File: src/rtl/jt10_adpcm_rom.sv
// jt10_adpcm_rom
//   ADPCM-A sample ROM responder. It sits between the ADPCM-A address
//   counter and the external sample memory. Each channel keeps a one-byte
//   cache. The counter's time-multiplexed nibble reads are answered from
//   that cache. A read that misses the cache is fetched through a single
//   outstanding request/acknowledge memory port.
//
//   Optional feature macro: JT10_ADPCM_PREFETCH_EN.
//     When it is defined, a hit or bypass with sel=1 consumes the low nibble
//     of the cached byte, so the following byte is requested straight away.
//
// Ports
//   clk, rst_n          clock and synchronous active-low reset
//   cen                 channel-slot enable, one slot per pulse
//   cur_ch[CH-1:0]      one-hot channel owning the current slot
//   addr[19:0], bank    byte address {bank,addr} requested by the counter
//   sel                 0 selects byte[7:4], 1 selects byte[3:0]
//   roe_n               active-low read strobe, qualified by cen
//   clr                 restart of the slot channel; drops its cache/fetch
//   mem_addr, mem_rd    fetch address and request, held until mem_ok
//   mem_ok, mem_data    single-cycle return strobe and the fetched byte
//   dout                registered nibble for the decoder
//   underrun            one-cycle pulse when the slot read missed the cache
module jt10_adpcm_rom #(
  parameter int CH = 6
) (
  input  logic          clk,
  input  logic          rst_n,
  input  logic          cen,
  input  logic [CH-1:0] cur_ch,
  input  logic [19:0]   addr,
  input  logic [3:0]    bank,
  input  logic          sel,
  input  logic          roe_n,
  input  logic          clr,
  output logic [23:0]   mem_addr,
  output logic          mem_rd,
  input  logic          mem_ok,
  input  logic [7:0]    mem_data,
  output logic [3:0]    dout,
  output logic          underrun
);

  localparam int IW = (CH > 1) ? $clog2(CH) : 1;

  typedef enum logic {IDLE, WAIT} state_t;

  state_t        state, state_nx;
  logic [23:0]   tag  [CH];
  logic [7:0]    data [CH];
  logic [CH-1:0] valid, pend;
  logic [IW-1:0] req_idx, rr_ptr;

  logic          slot_act;
  logic [IW-1:0] slot_idx;
  logic [23:0]   slot_a;
  logic          ret, hit, byp;
  logic          grant_ok;
  logic [IW-1:0] grant_idx;

  function automatic logic [3:0] nibble(input logic [7:0] b, input logic s);
    return s ? b[3:0] : b[7:4];
  endfunction

  // Slot decode: one-hot channel to index, and the cache lookup for it
  always_comb begin
    slot_idx = '0;
    for (int i = 0; i < CH; i++)
      if (cur_ch[i]) slot_idx = IW'(i);
  end

  assign slot_act = cen && (cur_ch != '0);
  assign slot_a   = {bank, addr};
  assign ret      = (state == WAIT) && mem_ok;
  assign hit      = valid[slot_idx] && (tag[slot_idx] == slot_a);
  // The byte arriving this cycle is exactly the one being read
  assign byp      = ret && (req_idx == slot_idx) && (mem_addr == slot_a);

  // Round-robin search starting at rr_ptr; scanning backwards so the
  // closest pending channel after the pointer wins.
  always_comb begin
    logic [IW:0]   c;
    logic [IW-1:0] ci;
    grant_ok  = 1'b0;
    grant_idx = rr_ptr;
    c         = '0;
    ci        = '0;
    for (int k = CH - 1; k >= 0; k--) begin
      c = {1'b0, rr_ptr} + (IW+1)'(k);
      if (c >= (IW+1)'(CH)) c = c - (IW+1)'(CH);
      ci = c[IW-1:0];
      if (pend[ci]) begin
        grant_ok  = 1'b1;
        grant_idx = ci;
      end
    end
  end

  always_comb begin
    state_nx = state;
    case (state)
      IDLE:    if (grant_ok) state_nx = WAIT;
      WAIT:    if (mem_ok)   state_nx = IDLE;
      default: state_nx = IDLE;
    endcase
  end

  // Register stage: arbiter, memory return, then slot updates. Slot writes
  // come last so they override a return landing on the same channel.
  always_ff @(posedge clk) begin
    if (!rst_n) begin
      state    <= IDLE;
      mem_rd   <= 1'b0;
      mem_addr <= '0;
      req_idx  <= '0;
      rr_ptr   <= '0;
      valid    <= '0;
      pend     <= '0;
      dout     <= '0;
      underrun <= 1'b0;
    end else begin
      state    <= state_nx;
      underrun <= 1'b0;

      if (state == IDLE && grant_ok) begin
        mem_rd   <= 1'b1;
        mem_addr <= tag[grant_idx];
        req_idx  <= grant_idx;
        rr_ptr   <= (grant_idx == IW'(CH - 1)) ? '0 : grant_idx + 1'b1;
      end

      if (ret) begin
        mem_rd <= 1'b0;
        // A clr or a new miss since the request makes the return stale
        if (pend[req_idx] && tag[req_idx] == mem_addr) begin
          data[req_idx]  <= mem_data;
          valid[req_idx] <= 1'b1;
          pend[req_idx]  <= 1'b0;
        end
      end

      if (slot_act) begin
        if (clr) begin
          valid[slot_idx] <= 1'b0;
          pend[slot_idx]  <= 1'b0;
        end else if (!roe_n) begin
          if (hit || byp) begin
            dout <= nibble(hit ? data[slot_idx] : mem_data, sel);
            if (!hit) begin
              tag[slot_idx]   <= slot_a;
              data[slot_idx]  <= mem_data;
              valid[slot_idx] <= 1'b1;
              pend[slot_idx]  <= 1'b0;
            end
`ifdef JT10_ADPCM_PREFETCH_EN
            if (sel) begin
              tag[slot_idx]   <= slot_a + 24'd1;
              valid[slot_idx] <= 1'b0;
              pend[slot_idx]  <= 1'b1;
            end
`endif
          end else begin
            tag[slot_idx]   <= slot_a;
            valid[slot_idx] <= 1'b0;
            pend[slot_idx]  <= 1'b1;
            underrun        <= 1'b1;
          end
        end
      end
    end
  end

endmodule

File: config.mk
export PLATFORM = sky130hd
export DESIGN_NAME = jt10_adpcm_rom
export DESIGN_NICKNAME = d
export VERILOG_FILES = /design/src/rtl/jt10_adpcm_rom.sv
export SDC_FILE = /design/constraint.sdc
export NUM_CORES = 1
export LEC_CHECK = 0
export CAP_MARGIN = 25
export CORE_MARGIN = 4
export CORE_UTILIZATION = 38
export DETAILED_ROUTE_END_ITERATION = 7
export PLACE_DENSITY_LB_ADDON = 0.15
export SYNTH_ARGS = -nofsm -noshare
export SYNTH_HDL_FRONTEND = slang
export SYNTH_SLANG_ARGS = --single-unit
File: constraint.sdc
create_clock -name clk -period 8.3 [get_ports clk]
set_input_delay 0.83 -clock clk [delete_from_list [all_inputs] [get_ports clk]]
set_output_delay 0.83 -clock clk [all_outputs]
set_load 0.01 [all_outputs]
==> impl_metrics.tcl, run 1 <==
set metrics [dict create \
    status "finished, final reports clean" \
    drt_iter0_markers 1323 \
    path_cells "clkdlybuf4s50_1, clkinv_1, nand2_1, o221ai_1, mux2_2, or4_4, nor4_4, nor2b_2, nand2_1, nor2_2, buf_4" \
    arrival_ns 6.37 \
    cp_max_fo 22 \
    ys.warnings.count 0 \
    yosys-top-cells-area "edfxtp_1 40%, mux2i_1 8.1%, dfxtp_1 7.3%" \
    reg2reg_depth 11 \
    nets 1440 \
    hp-class "register to register" \
    syn_area_per_cell_um2 10.7 \
    crit_path_end_kind "register" \
    power_density_nw_per_um2 340 \
    cts.hold.buffers_added 0 \
    post-dp-hpwl_mm 37.8 \
    setup_viol 0 \
    post-synth-top-area-fraction_pct 40.2 \
    final_cells 1913 \
    required_ns 8.60 \
    cts.sinks 244 \
    synth_nets 1398 \
    vias 11900 \
    io_pins 75 \
    fin_crit_sh_pct 73.1 \
    viasPerCell 6.21 \
    finalSetupTns_ns 0 \
    core_region_area_um2 36900 \
    critical_path.top_delay_family "simple AND/OR/NAND/NOR gates" \
    flow.area_growth_from_synthesis_pct 15.8 \
    post-route-min-period_ns 6.07 \
    synth_top_area_cell "edfxtp_1" \
    synth_ff_type "edfxtp_1" \
    cts_buffer_depth 3 \
    wl_per_cell_um 27.7 \
    antenna_left 0 \
    grt_start_max_net_pins 52 \
    synth_seq_cells 244 \
    holdPathStages 2 \
    yosys.cell_count.top_type "edfxtp_1" \
    die_x_um 202 \
    timing.fmax_ghz 0.165 \
    synth-seq-area-share_pct 47.5 \
    drv_slew 0 \
    die_height_um 202 \
    synth_edf_count 192 \
    layout-drive-gt1-share_pct 9.72 \
    slowest_delay_ns 0.90 \
    post_cts_buffers 0 \
    async_flop_share_pct 0 \
    syn-instance-count 1345 \
    htree_levels 1 \
    clock_latency_ns 0.57 \
    fin_skew_ns 0.0310 \
    power.leakage_nw 5.76 \
    crit_buf_inv 3 \
    cts_tree "yes" \
    grt_pass1_vias 11600 \
    cts.reportedPaths.clkPinSlew_ns 0.06 \
    worst_pin_slew_ns 1.02 \
    critPathKind "input pin to register" \
    drc 0 \
    gp_congestion 1.03 \
    netlist_top_cells_count "192 x edfxtp_1, 127 x nand2_1, 116 x mux2i_1" \
    relSlewSlack_pct 32.1 \
    root_buffer "clkbuf_16" \
    antenna_found_initial 0 \
    crit_slowest_cell "clkdlybuf4s50_1" \
    drt_wl_total_mm 52.9 \
    cap_violations 0 \
    synthDistinctLibCells 82 \
    grt_pass1_wl_mm 77.9 \
    dieArea_um2 40900 \
    initial_core_util_pct 38.9 \
    grtUsageTotal_pct 25.0 \
    worst-path-stages 11 \
    num_rows 70 \
    n_antenna_cell 0 \
    grt-ovfl-total 0 \
    ctsResizeCount 0 \
    firstDrtPassIters 5 \
    crit_top_cell "nand2_1" \
    hold_violations 0 \
    synth_area_um2 14300 \
    start_kind "input pin" \
    ir_worst_vdd_v 0.000283 \
    port_buffers 74 \
    rsz0062_at_grt "no" \
    dp_cells 1860 \
    cts_buffers 28 \
]
==> cells in the final DEF, fill, tap and decap left out, types with 11 or more instances in the layout <==
cell and count:
a211oi_1 14, a21o_1 11, a21oi_1 42, a221oi_1 11
a22o_1 28, a22oi_1 33, a31oi_1 36, and3_1 13
buf_4 25, clkbuf_16 28, clkdlybuf4s50_1 71, dfxtp_1 50
edfxtp_1 192, inv_1 45, mux2_2 19, mux2i_1 116
mux4_2 15, nand2_1 127, nand2b_1 19, nand3_1 19
nor2_1 50, nor2b_1 34, nor3_1 28, nor3b_1 15
nor4_1 16, o211ai_1 21, o21ai_0 50, o221ai_1 11
o22ai_1 16, o311ai_0 11, o31ai_1 14, xnor2_1 24
xor2_1 29
==> state kept, by name (all words and copies together) (netlist names), named ones only <==
register	cells
state	1
pend	6
rr_ptr	3
data	48
dout	4
mem_addr	24
req_idx	3
tag	144
valid	6
mem_rd	1
underrun	1
==> layer usage <==
metal	part of all wire, %	GRT usage, %	vias to the layer above	routed length (um)
met5	0	0	-	0
met4	4.1	8.83	0	2170
met3	9.1	6.31	97	4840
met2	43	37.1	563	22900
met1	43	35.5	5914	23000
li1	-	-	5313	-
==> final cells by class <==
type	count	area, um2
clock buffers	37	764
clock inverters	15	238
fillers	3471	20300
inverters	49	184
multi-input cells	964	7030
flip-flops and latches	244	6810
well taps	504	631
repair buffers	100	941
==> report_power, final <==
part	switching [mW]	internal, mW	leakage [nW]
registers	0.227	1.41	2.15
clock network	0.513	0.832	0.491
logic	1.64	1.03	3.12
==> path summary, 6_finish.rpt <==
check | end | from | slack [ns]
worst max-delay path | tag[1][0] | cur_ch[1] | 2.23
worst min-delay path | dout[3] | dout[3] | 0.46
worst max register to register | data[4][1] | register | 2.97
worst min register to register | dout[3] | dout[3] | 0.46
==> cells by family after synthesis <==
group	Yosys count	share of synthesized area, %
compound gates	373	18.9
xor+xnor	55	3.36
fa+ha+maj	8	0.698
buf+inv	137	3.86
flops	244	47.5
mux	150	12.0
simple gates	378	13.7
==> worst min-delay path: stages (launching register included) <==
cell and delay (ns):
dfxtp_1 0.31, nand2_1 0.05, a21oi_1 0.05
==> stage by stage <==
stage                     utilization, %  setup slack [ns]  hold slack [ns]  power, mW  instance area (um2)
after floorplan                        -              3.69            0.447       3.31                14300
after global placement              42.2              1.92            0.445       4.27                15600
after detailed placement            42.2              1.74            0.452       4.28                15600
after CTS                           44.9              2.30            0.461       5.63                16600
after global routing                45.0              2.02            0.485       5.90                16600
final                               45.0              2.23            0.455       5.65                16600
No activity file was read; power rests on OpenSTA's default activity.
==> run 2, diff against run 1 <==
Clock period 8.3 ns to 5.92 ns, I/O delays scaled along.
==> impl_metrics.tcl, run 2 (synthesized netlist as in run 1, its figures left out) <==
set metrics [dict create \
    post_cts_buffers 0 \
    grt-ovfl-total 0 \
    grt_pass1_vias 11800 \
    ctsResizeCount 0 \
    drt_iter0_markers 1373 \
    gp_congestion 0.991 \
    layout-drive-gt1-share_pct 11.9 \
    die_height_um 202 \
    firstDrtPassIters 7 \
    final_common_cell "edfxtp_1" \
    cts_buffers 29 \
    initial_core_util_pct 38.9 \
    grt_pass1_wl_mm 79.0 \
    finalSetupTns_ns 0 \
    hp-class "register to register" \
    timing.fmax_ghz 0.209 \
    crit_slowest_cell "nor4b_1" \
    start_kind "register" \
    htree_levels 1 \
    required_ns 6.10 \
    arrival_ns 4.96 \
    critical_path.top_delay_family "simple AND/OR/NAND/NOR gates" \
    path_cells "mux2i_1, o22ai_1, o211ai_1, nand4_1, nor4b_1, and3_1, nand2_1, nor4_1, a31oi_1, nor2_1" \
    critPathKind "register to register" \
    drt_wl_total_mm 54.1 \
    power_density_nw_per_um2 476 \
    hold_violations 0 \
    slowest_delay_ns 0.86 \
    n_antenna_cell 0 \
    viasPerCell 6.22 \
    io_pins 75 \
    relSlewSlack_pct 32.2 \
    post-route-min-period_ns 4.78 \
    power.leakage_nw 5.93 \
    dieArea_um2 40900 \
    die_x_um 202 \
    drv_slew 0 \
    post-dp-hpwl_mm 39.3 \
    wl_per_cell_um 27.8 \
    status "finished, final reports clean" \
    flow.area_growth_from_synthesis_pct 17.7 \
    max_flop_register "tag" \
    cts.sinks 244 \
    fin_crit_sh_pct 80.7 \
    largest_reg_flops 144 \
    clock_latency_ns 0.57 \
    vias 12100 \
    num_rows 70 \
    hold_ws_ns 0.451 \
    antenna_left 0 \
    top_regs "tag: 144 flops, data: 48 flops, mem_addr: 24 flops" \
    final_cell_mix "192 x edfxtp_1, 127 x nand2_1, 116 x mux2i_1" \
    dpl-instance-area_um2 15800 \
    worst_pin_slew_ns 1.00 \
    power_mw 8.03 \
    grtUsageTotal_pct 25.4 \
    ir_worst_vdd_v 0.000578 \
    cts_tree "yes" \
    crit_buf_inv 0 \
    cts_buffer_depth 3 \
    port_buffers 74 \
    setup_viol 0 \
    fin_area_um2 16900 \
    rsz0062_at_grt "no" \
    root_buffer "clkbuf_16" \
    grt_start_max_net_pins 34 \
    core_region_area_um2 36900 \
    fin_skew_ns 0.0190 \
    cap_violations 0 \
    antenna_found_initial 0 \
    utilization_pct 45.8 \
    crit_path_end_kind "register" \
    cts.reportedPaths.clkPinSlew_ns 0.06 \
    cp_max_fo 19 \
    drc 0 \
    nets 1472 \
    cts.hold.buffers_added 0 \
]
==> run 2: final timing paths <==
| kind | startpoint | end | slack, ns | cells past startpoint |
|---|---|---|---|---|
| worst max-delay path | register | data[2][2] | 1.14 | 10 |
| worst max register to register | register | data[2][2] | 1.14 | 10 |
| worst min register to register | dout[3] | dout[3] | 0.45 | 2 |
| worst min-delay path | dout[3] | dout[3] | 0.45 | 2 |
==> run 2: metrics by stage <==
stage | instances | setup slack [ns]
6_report | 1945 | 1.14
3_5_place_dp | 1892 | 0.717
3_3_place_gp | 1892 | 0.824
4_1_cts | 1945 | 1.32
5_1_grt | 1945 | 1.08
2_1_floorplan | 1345 | 1.55
==> run 2: layout make-up <==
type | count | area (um2)
clock buffer | 40 | 837
clock inverter | 13 | 199
fill | 3465 | 20000
inverter | 49 | 184
multi-input combinational | 964 | 7030
sequential | 244 | 6810
tap | 504 | 631
timing repair buffer | 131 | 1180
==> run 2: where the power goes <==
group / switching (mW) / total [mW] / leakage (nW) / internal [mW]
clock: 0.738 / 1.94 / 0.509 / 1.20
sequential: 0.344 / 2.32 / 2.15 / 1.97
combinational: 2.30 / 3.78 / 3.27 / 1.47
total: 3.39 / 8.03 / 5.93 / 4.65
==> run 2: routing by layer <==
metal  vias to the layer above  GRT usage [%]  part of all wire, %
met5                         -              0                    0
met4                         0           8.41                  3.5
met3                       113           5.44                  8.9
met2                       624           38.4                   44
met1                      5984           36.4                   44
li1                       5384              -                    -
==> run 2: tightest hold or removal path: stages (launching register included) <==
cell     delay [ns]
dfxtp_1        0.31
nand2_1        0.05
a21oi_1        0.05
==> run 3, diff against run 2 <==
Clock period 5.92 ns to 4.4 ns, I/O delays scaled along.
==> impl_metrics.tcl, run 3 (synthesized netlist as in run 1, its figures left out) <==
set metrics [dict create \
    fin_skew_ns 0.0215 \
    viasPerCell 6.17 \
    critPathKind "input pin to register" \
    nets 1540 \
    drt_wl_total_mm 55.6 \
    post_cts_buffers 0 \
    top_regs "tag: 144 flops, data: 48 flops, mem_addr: 24 flops" \
    hold_violations 0 \
    setup_viol 0 \
    cts_buffers 27 \
    post-dp-hpwl_mm 41.3 \
    final.setup.worst_slack_ns 0.472 \
    pre_cts_ws_ns -0.0323 \
    largest_reg_flops 144 \
    grt_start_max_net_pins 36 \
    cts.reportedPaths.clkPinSlew_ns 0.06 \
    timing.fmax_ghz 0.255 \
    core_region_area_um2 36900 \
    ctsResizeCount 0 \
    drt_iter0_markers 1372 \
    p_comb_share_pct 49.5 \
    final_common_cell "edfxtp_1" \
    io_pins 75 \
    clock_latency_ns 0.56 \
    fin_crit_sh_pct 89.3 \
    p_int_mw 6.36 \
    wl_per_cell_um 27.6 \
    required_ns 4.70 \
    dp_cells 1962 \
    die_height_um 202 \
    power_density_nw_per_um2 628 \
    initial_core_util_pct 38.9 \
    n_fill_cell 3431 \
    cap_violations 0 \
    relSlewSlack_pct 28.9 \
    max_flop_register "tag" \
    firstDrtPassIters 5 \
    layout-drive-gt1-share_pct 15.7 \
    htree_levels 1 \
    cts_buffer_depth 3 \
    final_cell_mix "192 x edfxtp_1, 127 x nand2_1, 116 x mux2i_1" \
    grt_pass1_wl_mm 81.7 \
    root_buffer "clkbuf_16" \
    rsz0062_at_grt "no" \
    antenna_found_initial 0 \
    grt-ovfl-total 0 \
    gp_congestion 1.02 \
    flow.area_growth_from_synthesis_pct 22.3 \
    power_mw 11.0 \
    grtUsageTotal_pct 26.3 \
    swShare_pct 42.2 \
    cts_tree "yes" \
    final_cells 2012 \
    antenna_left 0 \
    cp_max_fo 8 \
    arrival_ns 4.23 \
    crit_path_end_kind "register" \
    status "finished, final reports clean" \
    die_x_um 202 \
    hp-class "register to register" \
    vias 12400 \
    cts.hold.buffers_added 0 \
    p_seq_share_pct 27.6 \
    post-route-min-period_ns 3.93 \
    cts.sinks 244 \
    port_buffers 74 \
    power.leakage_nw 6.29 \
    worst_pin_slew_ns 1.06 \
    dieArea_um2 40900 \
    start_kind "input pin" \
    netSwitchingPower_mw 4.65 \
    pwr-share-clk_pct 22.9 \
    grt_pass1_vias 12000 \
    drv_slew 0 \
    ir_worst_vdd_v 0.000603 \
    drc 0 \
    num_rows 70 \
]
run 3: changes by cell type in the layout (fill, tap and decap cells not counted), moves of 2 or more:
cell / before / now
buf_12: 2 / 17
buf_4: 55 / 110
bufinv_16: 5 / 7
clkbuf_16: 29 / 27
clkbuf_8: 7 / 0
run 3: final cells by class:
class	count	area, um2	area share, %
antenna	1	2.50	0.0143
clock buffer	30	687	3.92
tap	504	631	3.60
clock inverter	19	284	1.62
timing repair buffer	201	1890	10.8
multi-input combinational	964	7030	40.1
inverter	49	184	1.05
sequential	244	6810	38.9
run 3: final timing paths:
path	startpoint	to	slack [ns]	depth (start not counted)
setup reg to reg	rr_ptr[2]	mem_addr[10]	0.52	12
hold / removal	dout[3]	dout[3]	0.45	2
hold reg to reg	dout[3]	dout[3]	0.45	2
setup / recovery	cur_ch[2]	data[5][3]	0.47	14
run 3: power groups by stage:
| stage | Sequential, mW | Combinational [mW] | Clock [mW] |
|---|---|---|---|
| finish | 3.03 | 5.45 | 2.52 |
| global route | 3.05 | 5.77 | 2.64 |
| CTS | 3.02 | 5.36 | 2.55 |
| detailed placement | 3.07 | 5.33 | 0 |
| global placement | 3.07 | 5.32 | 0 |
| floorplan | 2.90 | 3.34 | 0 |
run 3: stage by stage:
stage / TNS (ns) / util, % / area (um2) / hold slack, ns
2_1_floorplan: 0 / - / 14300 / 0.447
3_3_place_gp: 0 / 44.9 / 16500 / 0.441
3_5_place_dp: -0.256 / 44.9 / 16500 / 0.449
4_1_cts: 0 / 47.5 / 17500 / 0.453
5_1_grt: 0 / 47.5 / 17500 / 0.465
6_report: 0 / 47.5 / 17500 / 0.451
run 3: routing by layer:
layer / routed length, um / global-route usage, % / up-vias
li1: - / - / 5498
met1: 24700 / 39.3 / 6158
met2: 24000 / 39.3 / 665
met3: 5180 / 4.25 / 93
met4: 1720 / 8.20 / 0
met5: 0 / 0 / -
run 3: worst max-delay path: stages:
cell and delay, ns:
clkdlybuf4s50_1 0.68, or4_1 0.33, buf_4 0.18, nor3_1 0.06, a2111oi_0 0.68, nor4bb_1 0.32, nor4b_1 0.26, nand4_1 0.19
nor4_4 0.31, nor2b_2 0.15, buf_4 0.17, a31oi_1 0.18, nor2_1 0.07, buf_4 0.20
